==> config.mk <==
export PLATFORM = sky130hd
export DESIGN_NAME = tiny16_out_uart
export DESIGN_NICKNAME = d
export VERILOG_FILES = /design/src/rtl/tiny16_out_uart.sv
export SDC_FILE = /design/constraint.sdc
export NUM_CORES = 1
export LEC_CHECK = 0
export CAP_MARGIN = 20
export CORE_ASPECT_RATIO = 0.75
export CORE_UTILIZATION = 40
export CTS_BUF_LIST = sky130_fd_sc_hd__clkbuf_16
export CTS_CLUSTER_DIAMETER = 200
export CTS_CLUSTER_SIZE = 40
export DETAILED_ROUTE_END_ITERATION = 6
export GPL_TIMING_DRIVEN = 0
export PLACE_DENSITY = 0.63
export SETUP_SLACK_MARGIN = 0.1
export SLEW_MARGIN = 20
export SYNTH_ARGS = -nofsm -noshare
export SYNTH_HDL_FRONTEND = slang
export SYNTH_SLANG_ARGS = --single-unit
export TNS_END_PERCENT = 30
==> constraint.sdc <==
create_clock -name CLK -period 3.7 [get_ports CLK]
set_input_delay 0.37 -clock CLK [delete_from_list [all_inputs] [get_ports CLK]]
set_output_delay 0.37 -clock CLK [all_outputs]
set_load 0.01 [all_outputs]
==> src/rtl/tiny16_out_uart.sv <==
// rtl/tiny16_out_uart.sv - UART TX of the tiny16 OUT register as four hex digits plus CR LF on each change
module tiny16_out_uart #(
    parameter int CLKS_PER_BIT = 139
) (
    input  logic        CLK,
    input  logic        RST,
    input  logic [15:0] OUT_IN,
    output logic        TX,
    output logic        BUSY,
    output logic        OVERRUN
);

    typedef enum logic [1:0] {IDLE, START, DATA, STOP} state_t;

    localparam logic [15:0] CNT_LAST = 16'(CLKS_PER_BIT - 1);

    state_t      state_q, state_d;
    logic [15:0] last_q, last_d;
    logic [15:0] pend_q, pend_d;
    logic [15:0] msg_q, msg_d;
    logic [15:0] cnt_q, cnt_d;
    logic [2:0]  byte_q, byte_d;
    logic [2:0]  bit_q, bit_d;
    logic        pend_v_q, pend_v_d;
    logic        tx_q, tx_d;
    logic        busy_q, busy_d;
    logic        overrun_q, overrun_d;
    logic [7:0]  cur_byte;
    logic        change, consume, cnt_wrap;

    function automatic logic [7:0] hex_ascii(input logic [3:0] n);
        return (n < 4'd10) ? (8'h30 + {4'h0, n}) : (8'h37 + {4'h0, n});
    endfunction

    function automatic logic [7:0] msg_byte(input logic [15:0] m, input logic [2:0] idx);
        case (idx)
            3'd0:    return hex_ascii(m[15:12]);
            3'd1:    return hex_ascii(m[11:8]);
            3'd2:    return hex_ascii(m[7:4]);
            3'd3:    return hex_ascii(m[3:0]);
            3'd4:    return 8'h0D;
            default: return 8'h0A;
        endcase
    endfunction

    always_comb begin
        state_d   = state_q;
        last_d    = last_q;
        pend_d    = pend_q;
        pend_v_d  = pend_v_q;
        msg_d     = msg_q;
        cnt_d     = cnt_q;
        byte_d    = byte_q;
        bit_d     = bit_q;
        busy_d    = busy_q;
        overrun_d = overrun_q;
        change    = (OUT_IN != last_q);
        consume   = (state_q == IDLE) && pend_v_q;
        cnt_wrap  = (cnt_q == CNT_LAST);

        case (state_q)
            IDLE: begin
                if (pend_v_q) begin
                    msg_d    = pend_q;
                    pend_v_d = 1'b0;
                    byte_d   = 3'd0;
                    cnt_d    = 16'd0;
                    busy_d   = 1'b1;
                    state_d  = START;
                end
            end
            START: begin
                if (cnt_wrap) begin
                    cnt_d   = 16'd0;
                    bit_d   = 3'd0;
                    state_d = DATA;
                end else begin
                    cnt_d = cnt_q + 16'd1;
                end
            end
            DATA: begin
                if (cnt_wrap) begin
                    cnt_d = 16'd0;
                    if (bit_q == 3'd7) begin
                        state_d = STOP;
                    end else begin
                        bit_d = bit_q + 3'd1;
                    end
                end else begin
                    cnt_d = cnt_q + 16'd1;
                end
            end
            default: begin
                if (cnt_wrap) begin
                    cnt_d = 16'd0;
                    if (byte_q < 3'd5) begin
                        byte_d  = byte_q + 3'd1;
                        state_d = START;
                    end else begin
                        busy_d  = 1'b0;
                        state_d = IDLE;
                    end
                end else begin
                    cnt_d = cnt_q + 16'd1;
                end
            end
        endcase

        // A change wins over consumption; overrun only if the old entry was not taken this cycle
        if (change) begin
            last_d   = OUT_IN;
            pend_d   = OUT_IN;
            pend_v_d = 1'b1;
            if (pend_v_q && !consume) begin
                overrun_d = 1'b1;
            end
        end

        // TX is registered from the next-state view so each bit starts exactly on the counter wrap
        cur_byte = msg_byte(msg_d, byte_d);
        case (state_d)
            START:   tx_d = 1'b0;
            DATA:    tx_d = cur_byte[bit_d];
            default: tx_d = 1'b1;
        endcase
    end

    always_ff @(posedge CLK or negedge RST) begin
        if (!RST) begin
            state_q   <= IDLE;
            last_q    <= 16'h0000;
            pend_q    <= 16'h0000;
            pend_v_q  <= 1'b0;
            msg_q     <= 16'h0000;
            cnt_q     <= 16'd0;
            byte_q    <= 3'd0;
            bit_q     <= 3'd0;
            tx_q      <= 1'b1;
            busy_q    <= 1'b0;
            overrun_q <= 1'b0;
        end else begin
            state_q   <= state_d;
            last_q    <= last_d;
            pend_q    <= pend_d;
            pend_v_q  <= pend_v_d;
            msg_q     <= msg_d;
            cnt_q     <= cnt_d;
            byte_q    <= byte_d;
            bit_q     <= bit_d;
            tx_q      <= tx_d;
            busy_q    <= busy_d;
            overrun_q <= overrun_d;
        end
    end

    assign TX      = tx_q;
    assign BUSY    = busy_q;
    assign OVERRUN = overrun_q;

endmodule

==> flow_results.xml <==
<?xml version="1.0" encoding="UTF-8"?>
<metrics>
  <group name="worst_setup_path">
    <metric name="path_cells" unit="">inv_1 -&gt; ha_1 -&gt; nand2_1 -&gt; buf_6 -&gt; clkbuf_2 -&gt; mux2i_1 -&gt; ha_1 -&gt; a21oi_1 -&gt; a2111o_1 -&gt; a41oi_2 -&gt; a2111oi_2 -&gt; o32ai_2</metric>
    <metric name="path_class" unit="">register to register</metric>
    <metric name="critical-path-top-cell-by-count" unit="">ha_1</metric>
    <metric name="timing.critical_path.arrival" unit="ps">3400</metric>
    <metric name="largest_stage_delay_worst_path" unit="ps">450</metric>
    <metric name="cp.buffers_inverters" unit="">3</metric>
    <metric name="cp_slowest_cell" unit="">a2111o_1</metric>
    <metric name="crit_fanout" unit="">10</metric>
    <metric name="timing.critical_path.max_delay_family" unit="">compound AO/OA/AOI/OAI gates</metric>
    <metric name="cp-end-kind" unit="">register</metric>
    <metric name="worst-r2r-setup-slack" unit="ps">540</metric>
    <metric name="required" unit="ps">3940</metric>
    <metric name="cp-start-kind" unit="">register</metric>
  </group>
  <group name="logic_synthesis">
    <metric name="synth-seq-cells" unit="">60</metric>
    <metric name="synth_enable_flop_cells" unit="">0</metric>
    <metric name="yosysWarningCount" unit="">0</metric>
    <metric name="post_synth_instance_area" unit="µm²">3750</metric>
    <metric name="syn-num-nets" unit="">436</metric>
    <metric name="dominantRegCellSynth" unit="">dfrtp_1</metric>
    <metric name="yosysUniqueCellTypes" unit="">66</metric>
    <metric name="postSynthAreaPerCell" unit="µm²">9.25</metric>
    <metric name="async_flop_share" unit="%">100</metric>
    <metric name="register_area_share_after_synthesis" unit="%">40.1</metric>
    <metric name="synthesis.instances" unit="">405</metric>
  </group>
  <group name="clock_network">
    <metric name="cts_tree" unit="">yes</metric>
    <metric name="clock_tree.root_cell" unit="">clkbuf_16</metric>
    <metric name="ctsLongestPathBuffers" unit="">2</metric>
    <metric name="clk-insertion-delay-late" unit="ps">330</metric>
    <metric name="htreeDepth" unit="">3</metric>
    <metric name="clock_transition_at_the_registers_of_the_reported_paths" unit="ps">50</metric>
    <metric name="total_clock_buffers_created_by_cts" unit="">9</metric>
    <metric name="clkSinkCount" unit="">60</metric>
  </group>
  <group name="timing">
    <metric name="tightest_slew" unit="ps">662</metric>
    <metric name="rsz_0062_raised_after_global_routing" unit="">false</metric>
    <metric name="timing.fmax" unit="MHz">317</metric>
    <metric name="min_period_over_period" unit="%">85.4</metric>
    <metric name="timing.hold.ws" unit="ps">512</metric>
    <metric name="worst_slew_margin_rel" unit="%">55.4</metric>
    <metric name="slew_viol_final" unit="">0</metric>
    <metric name="setup_total_negative_slack" unit="ps">0</metric>
    <metric name="setup_viol_count_final" unit="">0</metric>
    <metric name="timing.clock.skew" unit="ps">11.6</metric>
    <metric name="finalHoldViolations" unit="">0</metric>
    <metric name="timing.final.crit_period" unit="ps">3160</metric>
  </group>
  <group name="global_routing">
    <metric name="grt_use_total" unit="%">20.7</metric>
    <metric name="grt_pass1_vias" unit="">3043</metric>
    <metric name="grt_start_max_net_pins" unit="">33</metric>
    <metric name="overflow" unit="">0</metric>
    <metric name="wire_length_of_the_first_global_routing_pass" unit="µm">15300</metric>
    <metric name="grt_antenna_before_repair" unit="">0</metric>
  </group>
  <group name="run_status">
    <metric name="run_status" unit="">finished, final reports clean</metric>
  </group>
  <group name="floorplanning">
    <metric name="initial_utilization" unit="%">41.3</metric>
    <metric name="die_width" unit="µm">114</metric>
    <metric name="floorplan.die_area" unit="µm²">9760</metric>
    <metric name="design.core.area" unit="µm²">9080</metric>
    <metric name="top_level_ports" unit="">21</metric>
    <metric name="die-height" unit="µm">85.8</metric>
    <metric name="core.rowCount" unit="">30</metric>
  </group>
  <group name="cells_and_area">
    <metric name="mostFrequentLayoutCell" unit="">dfrtp_1</metric>
    <metric name="leading_cell_types_in_the_layout_fill_and_taps_excluded" unit="">dfrtp_1 (59), o21ai_0 (44), nand2_1 (35), inv_1 (26), nor2_1 (22)</metric>
    <metric name="area_growth_syn_to_layout" unit="%">17.1</metric>
    <metric name="antenna-diode-count" unit="">0</metric>
    <metric name="final_design_instance_area_without_fill" unit="µm²">4390</metric>
    <metric name="nFillCells" unit="">889</metric>
    <metric name="layout-drive-gt1-share" unit="%">9.73</metric>
    <metric name="final_net_count" unit="">469</metric>
  </group>
  <group name="placed_design">
    <metric name="place.port_buffers" unit="">20</metric>
    <metric name="place_area" unit="µm²">4130</metric>
    <metric name="place.gp.congestion" unit="">0.914</metric>
    <metric name="hpwl" unit="µm">6840</metric>
  </group>
  <group name="route">
    <metric name="initialDrtViolationCount" unit="">206</metric>
    <metric name="post_drt_via_cell_ratio" unit="">5.51</metric>
    <metric name="route.final.wire_length" unit="µm">9070</metric>
    <metric name="drt-wirelength-per-cell" unit="µm">15.9</metric>
    <metric name="detailedRoute.firstPassIterationCount" unit="">4</metric>
    <metric name="antenna_left" unit="">0</metric>
    <metric name="drc" unit="">0</metric>
    <metric name="dr_total_vias" unit="">3139</metric>
  </group>
  <group name="power">
    <metric name="power.static_leakage" unit="nW">1.94</metric>
    <metric name="power.density" unit="nW/µm²">349</metric>
    <metric name="total_power" unit="W">0.00153</metric>
    <metric name="peakVddDrop" unit="µV">274</metric>
  </group>
  <group name="min_path">
    <metric name="worstHoldPathType" unit="">input pin to async pin</metric>
  </group>
  <group name="run">
    <metric name="drv.max_cap_violation_count" unit="">0</metric>
  </group>
</metrics>
cells in the mapped netlist, types with 2 or more instances:
library cell	n	area (µm²)
and3_1	10	62.6
a31oi_1	4	25.0
o211ai_1	3	22.5
and2_1	2	12.5
a21oi_1	13	65.1
dfrtp_1	59	1480
a211oi_1	5	37.5
buf_4	3	22.5
nor3_1	11	55.1
xnor2_1	21	184
a21boi_0	2	15.0
o21ai_1	2	10.0
inv_1	23	86.3
nand2_1	35	131
nor4_1	5	31.3
or3_1	5	31.3
clkbuf_1	21	78.8
nand3_1	10	50.1
o21a_1	4	30.0
a2111oi_2	2	30.0
nor2_1	22	82.6
o311ai_1	2	17.5
mux2i_1	16	160
nor2b_1	3	18.8
a21o_1	3	22.5
a32o_1	2	20.0
nand4_1	9	56.3
ha_1	13	163
o21ai_0	44	220
buf_6	4	45.0
inv_2	2	7.51
o31ai_1	2	15.0
mux2_2	5	56.3
xor2_1	4	35.0
a211o_1	2	17.5
a311oi_1	2	17.5
routing by layer:
metal,vias to the layer above,track usage (%),share of wire [%]
li1,1522,-,-
met1,1525,31.1,52
met2,86,27.8,41
met3,6,5.51,5.8
met4,0,7.89,0.77
met5,-,0,0
metrics by stage:
step	worst slack, ps	util, %	instances
after floorplan	885	-	405
after global placement	299	45.2	553
after detailed placement	322	45.4	554
after CTS	310	48.3	570
after global routing	231	48.3	570
final	541	48.3	570
logic make-up after synthesis:
| family | count (synthesis) | share of synthesized area, % |
|---|---|---|
| mux | 21 | 5.78 |
| xor+xnor | 25 | 5.84 |
| compound gates | 107 | 19.6 |
| buf+inv | 55 | 6.71 |
| simple gates | 124 | 17.7 |
| fa+ha+maj | 13 | 4.34 |
| flops | 60 | 40.1 |
power breakdown:
group          switching [W]  internal [W]
Combinational      0.0000652     0.0000625
Sequential         0.0000153      0.000675
Clock               0.000277      0.000435
Total               0.000358       0.00117
sequential cells by signal, indices dropped and copies added (netlist names):
| register | flops |
|---|---|
| cnt_q | 16 |
| msg_q | 16 |
| pend_q | 16 |
| bit_q | 3 |
| byte_q | 3 |
| state_q | 2 |
| BUSY | 1 |
| OVERRUN | 1 |
| TX | 1 |
| pend_v_q | 1 |
path summary, 6_finish.rpt:
path,from,to,cells past startpoint
max,state_q[0],TX,12
min,RST,pend_q[15],2
max reg2reg,state_q[0],TX,12
min reg2reg,BUSY,BUSY,1
max in group asynchronous,RST,msg_q[8],3
min in group CLK,BUSY,BUSY,1
what timing repair did:
| action | 4_1_cts | 5_1_grt |
|---|---|---|
| setup endpoints to repair | 0 | 1 |
| hold buffers | 1 | 0 |
| buffers inserted | 0 | 0 |
| resized for setup | 0 | 2 |
| hold endpoints to repair | 27 | 0 |
worst register-to-register path: cells and delay by family (launching register included):
kind / cells / cell delay, ps
compound gates: 5 / 1090
buf+inv: 3 / 620
fa+ha+maj: 2 / 470
flops: 1 / 390
mux: 1 / 320
simple gates: 1 / 180
layout make-up:
| cell class | instances | area, µm² | area share, % |
|---|---|---|---|
| Buffer | 29 | 153 | 3.48 |
| Clock buffer | 9 | 225 | 5.13 |
| Clock inverter | 6 | 26.3 | 0.599 |
| Inverter | 26 | 100 | 2.28 |
| Multi-Input combinational cell | 290 | 1990 | 45.4 |
| Sequential cell | 60 | 1500 | 34.2 |
| Tap cell | 128 | 160 | 3.65 |
| Timing Repair Buffer | 22 | 228 | 5.19 |
No activity file was read; power rests on OpenSTA's default activity.
